<file path="src/rtl/snake_grid_renderer.sv">
// Snake game cell-occupancy map: 16x16 map of 2-bit codes kept in sync with head/tail/apple moves,
// with an independent registered scan read port. Optional head blink while dead: define DEAD_FLASH_EN.
module snake_grid_renderer #(
  parameter int INIT_HEAD_X  = 4,
  parameter int INIT_HEAD_Y  = 7,
  parameter int INIT_APPLE_X = 11,
  parameter int INIT_APPLE_Y = 7,
  parameter int BLINK_BITS   = 24
) (
  input  logic       clk,
  input  logic       rst,
  input  logic       upd_valid,
  input  logic [3:0] head_x,
  input  logic [3:0] head_y,
  input  logic [3:0] tail_x,
  input  logic [3:0] tail_y,
  input  logic [3:0] apple_x,
  input  logic [3:0] apple_y,
  input  logic [1:0] game_state,
  input  logic [3:0] rd_x,
  input  logic [3:0] rd_y,
  output logic [1:0] rd_code,
  output logic       ready,
  output logic       busy,
  output logic       dead,
  output logic [7:0] score,
  output logic       overflow
);

  localparam logic [1:0] CODE_EMPTY = 2'b00;
  localparam logic [1:0] CODE_BODY  = 2'b01;
  localparam logic [1:0] CODE_HEAD  = 2'b10;
  localparam logic [1:0] CODE_APPLE = 2'b11;
  localparam logic [1:0] ST_DEAD    = 2'b10;

  localparam logic [7:0] INIT_HEAD  = {4'(INIT_HEAD_Y), 4'(INIT_HEAD_X)};
  localparam logic [7:0] INIT_BODY0 = {4'(INIT_HEAD_Y), 4'(INIT_HEAD_X - 2)};
  localparam logic [7:0] INIT_BODY1 = {4'(INIT_HEAD_Y), 4'(INIT_HEAD_X - 1)};
  localparam logic [7:0] INIT_APPLE = {4'(INIT_APPLE_Y), 4'(INIT_APPLE_X)};

  typedef enum logic [3:0] {
    CLEAR, INIT0, INIT1, INIT2, INIT3, IDLE, WR_BODY, WR_HEAD, WR_TAIL, WR_APPLE
  } state_t;

  state_t     state, state_next;
  logic [1:0] mem [0:255];
  logic [7:0] clr_addr;
  logic [7:0] prev_head, prev_tail, prev_apple;
  logic [7:0] lat_head, lat_tail, lat_apple;
  logic       pend_valid;
  logic [7:0] pend_head, pend_tail, pend_apple;
  logic [1:0] pend_state;

  logic       we;
  logic [7:0] waddr;
  logic [1:0] wdata;
  logic       lat_load, set_dead, pend_load, pend_clr, set_ovf, finish, score_inc;
  logic       tail_do, apple_do;
  logic       req_valid;
  logic [7:0] req_head, req_tail, req_apple;
  logic [1:0] req_state;
  logic [1:0] stored_code;

  // A waiting pending update takes priority over a fresh strobe in IDLE.
  assign req_valid = pend_valid | upd_valid;
  assign req_head  = pend_valid ? pend_head  : {head_y, head_x};
  assign req_tail  = pend_valid ? pend_tail  : {tail_y, tail_x};
  assign req_apple = pend_valid ? pend_apple : {apple_y, apple_x};
  assign req_state = pend_valid ? pend_state : game_state;

  assign tail_do  = (lat_tail != prev_tail) && (prev_tail != lat_head);
  assign apple_do = (lat_apple != prev_apple);

  // Next-state, write port and bookkeeping strobes.
  always_comb begin
    state_next = state;
    we         = 1'b0;
    waddr      = 8'h00;
    wdata      = CODE_EMPTY;
    lat_load   = 1'b0;
    set_dead   = 1'b0;
    pend_load  = 1'b0;
    pend_clr   = 1'b0;
    set_ovf    = 1'b0;
    finish     = 1'b0;
    score_inc  = 1'b0;
    case (state)
      CLEAR: begin
        we    = 1'b1;
        waddr = clr_addr;
        if (clr_addr == 8'hFF) state_next = INIT0;
        else                   state_next = CLEAR;
      end
      INIT0: begin we = 1'b1; waddr = INIT_BODY0; wdata = CODE_BODY;  state_next = INIT1; end
      INIT1: begin we = 1'b1; waddr = INIT_BODY1; wdata = CODE_BODY;  state_next = INIT2; end
      INIT2: begin we = 1'b1; waddr = INIT_HEAD;  wdata = CODE_HEAD;  state_next = INIT3; end
      INIT3: begin we = 1'b1; waddr = INIT_APPLE; wdata = CODE_APPLE; state_next = IDLE;  end
      IDLE: begin
        if (!dead && req_valid) begin
          if (req_state == ST_DEAD) begin
            set_dead = 1'b1;
            pend_clr = 1'b1;
          end else begin
            if (req_head != prev_head) begin
              lat_load   = 1'b1;
              state_next = WR_BODY;
            end else begin
              state_next = IDLE;
            end
            // Consuming the pending slot frees it for a strobe arriving this same cycle.
            if (pend_valid) begin
              pend_load = upd_valid;
              pend_clr  = ~upd_valid;
            end else begin
              pend_load = 1'b0;
            end
          end
        end else begin
          state_next = IDLE;
        end
      end
      WR_BODY: begin
        we = 1'b1; waddr = prev_head; wdata = CODE_BODY;
        state_next = WR_HEAD;
      end
      WR_HEAD: begin
        we = 1'b1; waddr = lat_head; wdata = CODE_HEAD;
        if (tail_do)       state_next = WR_TAIL;
        else if (apple_do) state_next = WR_APPLE;
        else begin
          state_next = IDLE;
          finish     = 1'b1;
        end
      end
      WR_TAIL: begin
        we = 1'b1; waddr = prev_tail; wdata = CODE_EMPTY;
        if (apple_do) state_next = WR_APPLE;
        else begin
          state_next = IDLE;
          finish     = 1'b1;
        end
      end
      WR_APPLE: begin
        we = 1'b1; waddr = lat_apple; wdata = CODE_APPLE;
        score_inc  = 1'b1;
        state_next = IDLE;
        finish     = 1'b1;
      end
      default: state_next = CLEAR;
    endcase
    if (state inside {WR_BODY, WR_HEAD, WR_TAIL, WR_APPLE} && upd_valid) begin
      if (pend_valid) set_ovf   = 1'b1;
      else            pend_load = 1'b1;
    end else begin
      set_ovf = 1'b0;
    end
  end

  // FSM state, clear counter and status registers.
  always_ff @(posedge clk) begin
    if (rst) begin
      state    <= CLEAR;
      clr_addr <= 8'h00;
      ready    <= 1'b0;
      busy     <= 1'b1;
      dead     <= 1'b0;
      score    <= 8'h00;
      overflow <= 1'b0;
    end else begin
      state    <= state_next;
      clr_addr <= (state == CLEAR) ? clr_addr + 8'h01 : clr_addr;
      ready    <= ready | (state == INIT3);
      busy     <= (state_next != IDLE);
      dead     <= dead | set_dead;
      overflow <= overflow | set_ovf;
      if (score_inc && score != 8'hFF) score <= score + 8'h01;
    end
  end

  // Previous/latched positions and the one-deep pending buffer.
  always_ff @(posedge clk) begin
    if (rst) begin
      prev_head  <= INIT_HEAD;
      prev_tail  <= INIT_BODY0;
      prev_apple <= INIT_APPLE;
      lat_head   <= 8'h00;
      lat_tail   <= 8'h00;
      lat_apple  <= 8'h00;
      pend_valid <= 1'b0;
      pend_head  <= 8'h00;
      pend_tail  <= 8'h00;
      pend_apple <= 8'h00;
      pend_state <= 2'b00;
    end else begin
      if (state == INIT3) begin
        prev_head  <= INIT_HEAD;
        prev_tail  <= INIT_BODY0;
        prev_apple <= INIT_APPLE;
      end else if (finish) begin
        prev_head  <= lat_head;
        prev_tail  <= lat_tail;
        prev_apple <= lat_apple;
      end
      if (lat_load) begin
        lat_head  <= req_head;
        lat_tail  <= req_tail;
        lat_apple <= req_apple;
      end
      if (pend_load) begin
        pend_valid <= 1'b1;
        pend_head  <= {head_y, head_x};
        pend_tail  <= {tail_y, tail_x};
        pend_apple <= {apple_y, apple_x};
        pend_state <= game_state;
      end else if (pend_clr) begin
        pend_valid <= 1'b0;
      end
    end
  end

  // Map storage write port.
  always_ff @(posedge clk) begin
    if (we && !rst) mem[waddr] <= wdata;
  end

  assign stored_code = mem[{rd_y, rd_x}];

`ifdef DEAD_FLASH_EN
  logic [BLINK_BITS-1:0] blink;

  // Free-running blink divider.
  always_ff @(posedge clk) begin
    if (rst) blink <= '0;
    else     blink <= blink + 1'b1;
  end

  // Registered read; head hidden during the blink-off phase while dead.
  always_ff @(posedge clk) begin
    if (rst) rd_code <= CODE_EMPTY;
    else if (dead && blink[BLINK_BITS-1] && stored_code == CODE_HEAD) rd_code <= CODE_EMPTY;
    else rd_code <= stored_code;
  end
`else
  // Registered read; read-first against a same-cycle write.
  always_ff @(posedge clk) begin
    if (rst) rd_code <= CODE_EMPTY;
    else     rd_code <= stored_code;
  end
`endif

endmodule

</file>
<file path="config.mk">
export PLATFORM = sky130hd
export DESIGN_NAME = snake_grid_renderer
export DESIGN_NICKNAME = d
export VERILOG_FILES = /design/src/rtl/snake_grid_renderer.sv
export SDC_FILE = /design/constraint.sdc
export NUM_CORES = 1
export LEC_CHECK = 0
export BUFFER_PORTS_ARGS = -buffer_cell sky130_fd_sc_hd__buf_2
export CORE_ASPECT_RATIO = 1.75
export CORE_MARGIN = 2
export CORE_UTILIZATION = 30
export DETAILED_ROUTE_END_ITERATION = 12
export GPL_ROUTABILITY_DRIVEN = 0
export HOLD_SLACK_MARGIN = 0.1
export SLEW_MARGIN = 20
export SYNTH_ARGS = -nofsm -noshare
export SYNTH_HDL_FRONTEND = slang
export SYNTH_SLANG_ARGS = --single-unit
</file>
<file path="constraint.sdc">
create_clock -name clk -period 12.65 [get_ports clk]
set_input_delay 1.265 -clock clk [delete_from_list [all_inputs] [get_ports clk]]
set_output_delay 1.265 -clock clk [all_outputs]
set_load 0.05 [all_outputs]
</file>
# ---- Word-level counts from Yosys, hierarchy flattened
# Memory sizes are Yosys's and may differ from the RTL's. A register that Yosys moved wholly into a read port is not among the register bits.
# Cells that the tools add are included.
dict set report totals {
  inputBits 37
  latch_bits 0
  reg_bits 99
  romBits 0
  out_inout_bits 14
  memories 1
  elab_cells 99
  ramBits 512
}
# memory words width read_ports rd_clocked_by_memory_dff write_ports line_no
set memory_table {}
lappend memory_table {mem 256 2 1 1 1 46} ;# logic [1:0] mem [0:255];
dict set report classes {
  div 0
  n_shift 0
  reduce_logical 15
  bitwise 5
  order_cmp 0
  mux 41
  n_addsub 2
  n_eq_ne 17
  mul 0
}
# cell count
set ops {}
lappend ops {{8-bit one-hot mux with 9 select lines} 1}
lappend ops {{4-bit one-hot mux with 9 select lines} 1}
lappend ops {{8-bit != test} 4}
lappend ops {{1-bit 2-to-1 mux} 28}
lappend ops {{8-bit 2-to-1 mux} 3}
lappend ops {{8-bit by 1-bit adder with 8-bit output (second input constant)} 2}
lappend ops {{4-bit by 3-bit == test with 1-bit output (second input constant)} 4}
lappend ops {{4-bit 2-to-1 mux} 4}
lappend ops {{9-bit OR reduction} 1}
lappend ops {{4-bit by 2-bit == test with 1-bit output (second input constant)} 2}
lappend ops {{4-bit == test (second input constant)} 2}
lappend ops {{8-bit == test (second input constant)} 1}
lappend ops {{8-bit != test (second input constant)} 1}
lappend ops {{2-bit one-hot mux with 3 select lines} 1}
lappend ops {{2-bit OR reduction} 3}
lappend ops {{1-bit logical AND} 5}
lappend ops {{4-bit by 1-bit == test with 1-bit output (second input constant)} 1}
lappend ops {{4-bit zero test} 1}
lappend ops {{2-bit 2-to-1 mux} 2}
lappend ops {{4-bit by 3-bit != test with 1-bit output (second input constant)} 1}
lappend ops {{1-bit bitwise OR} 4}
lappend ops {{4-bit nonzero test} 1}
lappend ops {{1-bit one-hot mux with 3 select lines} 1}
lappend ops {{3-bit OR reduction} 1}
lappend ops {{other kinds (4)} 5}

# ---- Depth between registers and ports, before layout
dict set report logic_depth {
  depth_word 8
  mapped_depth 12
  mapped_depth_nobuf 8
}

# ---- Worst setup path before layout
# OpenSTA, ideal clock, no wires.
dict set report synth_timing {
  path_type {register -> register}
  startpoint {reg state[0]}
  endpoint {mem mem[0][1], data pin}
  path_stages_with_launch 6
  period_less_slack_ns 13.191
  setup_time_ns 2.188
  slack_ns -0.541
  required_ns 10.462
  arrival_ns 11.003
  path_cell_list {dfxtp_1 -> buf_2 -> buf_2 -> buf_2 -> a21oi_1 -> o21ai_0}
}
dict set report synth_via {
  elab_chain_cells 3
  word_cells_on_any_way 11
  cone_classes {7 x eq/ne; 1 x mux; 3 x reduce/logical}
}
# element line_no
set synth_rtl {}
lappend synth_rtl {{start: declaration} 45} ;# state_t state, state_next;
lappend synth_rtl {{start signal: assignment} 170} ;# state <= state_next;
lappend synth_rtl {{4-bit by 3-bit == test with 1-bit output (tied with other cells)} 87} ;# case (state)
lappend synth_rtl {{3-bit OR reduction (no line) / 2-bit OR reduction (equally long branches)} n/a}
lappend synth_rtl {{2-bit one-hot mux with 3 select lines (*)} 87}
lappend synth_rtl {{via wdata[1]} 56} ;# logic [1:0] wdata;
lappend synth_rtl {{end: declaration} 46}
# The timed path passes the listed nets; every way through them passes the cells marked *.

==> results.json <==
{
  "status": "finished clean",
  "crit_type": "in -> reg",
  "cts_resized": 0,
  "overflow": 0,
  "synth-main-ff-cell": "edfxtp_1",
  "worst_pin_slew_ns": 1.21,
  "core.rowCount": 143,
  "synth_area_leader_cell": "edfxtp_1",
  "htreeDepth": 2,
  "cts_sinks": 613,
  "maxSlewViolCount": 0,
  "hold_viol_final": 0,
  "seq_area_frac_synth": 0.668,
  "die_h_microns": 394,
  "dr_wl_met3_microns": 2960,
  "min_period_ns": 4.41,
  "timing.final.crit_share": 0.348,
  "nFillCells": 8337,
  "ys_types": 72,
  "hp-class": "reg -> reg",
  "post-route-drc-count": 0,
  "grt_pass1_vias": 16062,
  "ys_top_cells_by_area": "edfxtp_1, dfxtp_1, mux2i_1",
  "synth_area_sq_um": 26100,
  "drt-total-wl_microns": 65700,
  "diodes": 0,
  "total_power_mw": 4.40,
  "avgSynthCellArea_sq_um": 14.3,
  "top_layer_used": "met4",
  "grt_pass1_wl_microns": 98000,
  "cts_buffer_depth": 3,
  "layout_commonest_cell": "edfxtp_1",
  "relSlewSlack": 0.175,
  "ff_latch_area_sq_um": 17400,
  "setup_tns_ns": 0,
  "maxCapViolations": 0,
  "start_util": 0.302,
  "ir_drop_v": 0.000109,
  "async_flop_share": 0,
  "dp.cells": 2936,
  "dieArea_sq_um": 89300,
  "grt_max_degree": 257,
  "die_x_microns": 227,
  "ant_nets": 0,
  "cp-end-kind": "register",
  "postCtsSetupBuffers": 0,
  "wl_met2_microns": 36000,
  "io_buffers": 50,
  "postCtsHoldBufs": 0,
  "num_vias": 15288,
  "required_ns": 13.20,
  "viasPerCell": 5.03,
  "cts_tree": "yes",
  "syn_nets": 1860,
  "first_iter_violations": 1150,
  "p_leak_nw": 9.11,
  "cts_root_buf": "clkbuf_16",
  "met1Wirelength_microns": 23700,
  "synth_edf_count": 512,
  "cts_buffers": 55,
  "synth_top_area_frac": 0.590,
  "setup_viol": 0,
  "multi_input_area_sq_um": 8020,
  "antenna_found_initial": 0,
  "holdWs_ns": 0.468,
  "ys_ff_latch": 613,
  "powerDensity_nw_per_um2": 151,
  "layout.nets": 1873,
  "critPathLaunchType": "input pin",
  "fp.coreArea_sq_um": 86400,
  "io-pin-count": 51,
  "layout-drive-gt1-share": 0.146,
  "grt_usage": 0.146,
  "rsz0062_at_grt": "false",
  "crit_arrival_ns": 4.95,
  "syn_inst": 1821,
  "area_growth_pct": 11.9,
  "firstDrtPassIters": 5,
  "yosys_warnings": 0,
  "fin_cells": 3040,
  "insertion_delay_ns": 0.65,
  "clkTransAtPathRegs_ns": 0.07,
  "max_freq_ghz": 0.227,
  "wl_per_cell_microns": 21.6,
  "skew_ns": 0.0338,
  "place.detailed.hpwl_microns": 41100,
  "path_max_fanout": 91,
  "final_cell_mix": "edfxtp_1, nor2_1, mux2i_1, dfxtp_1, mux4_2"
}
routing by layer:
layer / up-vias / global-route usage
li1: 6931 / -
met1: 7776 / 0.158
met2: 427 / 0.275
met3: 154 / 0.0206
met4: 0 / 0.0691
met5: - / 0
sequential cells by signal, indices dropped and copies added, names as in the netlist, 2 cells and up:
register,flops
score,8
pend_state,2
lat_head,8
state,4
prev_tail,8
clr_addr,8
lat_apple,8
mem,512
rd_code,2
lat_tail,8
prev_head,8
pend_head,8
pend_apple,8
pend_tail,8
prev_apple,8
per-stage QoR:
step	worst slack, ns	util	area (sq um)
5_1_grt	8.03	0.337	29200
6_report	8.24	0.337	29200
3_3_place_gp	7.60	0.317	27400
2_1_floorplan	3.85	-	26100
3_5_place_dp	7.61	0.317	27400
4_1_cts	8.29	0.337	29100
final timing paths:
check	startpoint	end	slack (ns)	cells past startpoint
min	overflow	overflow	0.47	2
min reg2reg	overflow	overflow	0.47	2
max reg2reg	state[3]	mem[175][0]	8.86	7
max	rd_x[0]	rd_code[1]	8.24	9
synthesized netlist by cell type, types with 11 or more instances:
cell type and n:
buf_4 14, dfxtp_1 101, buf_2 46, o22ai_1 35
clkbuf_1 49, mux2i_1 176, nor3_1 14, o221ai_1 36
mux4_2 74, nor2_1 375, nor2b_1 11, nand2_1 68
edfxtp_1 512, o21ai_0 19, mux2_2 20, xor2_1 17
xnor2_1 29, a211oi_1 29, a22oi_1 15, a21oi_1 28
nand3_1 11
cell type report:
class / count / area share
clock buffer: 80 / 0.0534
clock inverter: 23 / 0.00640
inverter: 9 / 0.00116
multi-input combinational: 1078 / 0.275
sequential: 613 / 0.597
tap: 1160 / 0.0498
timing repair buffer: 77 / 0.0172
report_power, final:
| part | internal (mW) | leakage [nW] | switching, mW | total, mW |
|---|---|---|---|---|
| Combinational | 0.111 | 2.73 | 0.351 | 0.463 |
| Sequential | 2.29 | 5.53 | 0.0172 | 2.31 |
| Clock | 0.879 | 0.852 | 0.750 | 1.63 |
| Total | 3.28 | 9.11 | 1.12 | 4.40 |
kinds of logic (layout without fill, tap and decap cells):
kind of cell / after synthesis / in the layout / synth area share
compound gates: 211 / 211 / 0.0587
simple gates: 548 / 548 / 0.0905
buf+inv: 130 / 189 / 0.0263
mux: 271 / 271 / 0.141
fa+ha+maj: 2 / 2 / 0.000960
flops: 613 / 613 / 0.668
xor+xnor: 46 / 46 / 0.0155
critical path, stage by stage:
cell,delay [ns]
buf_8,0.65
buf_4,0.75
mux4_2,0.58
mux2_2,0.27
a2111oi_0,0.66
or3b_1,0.22
a41o_1,0.09
a221oi_1,0.05
a31o_1,0.20
(Power assumes the default switching activity.)
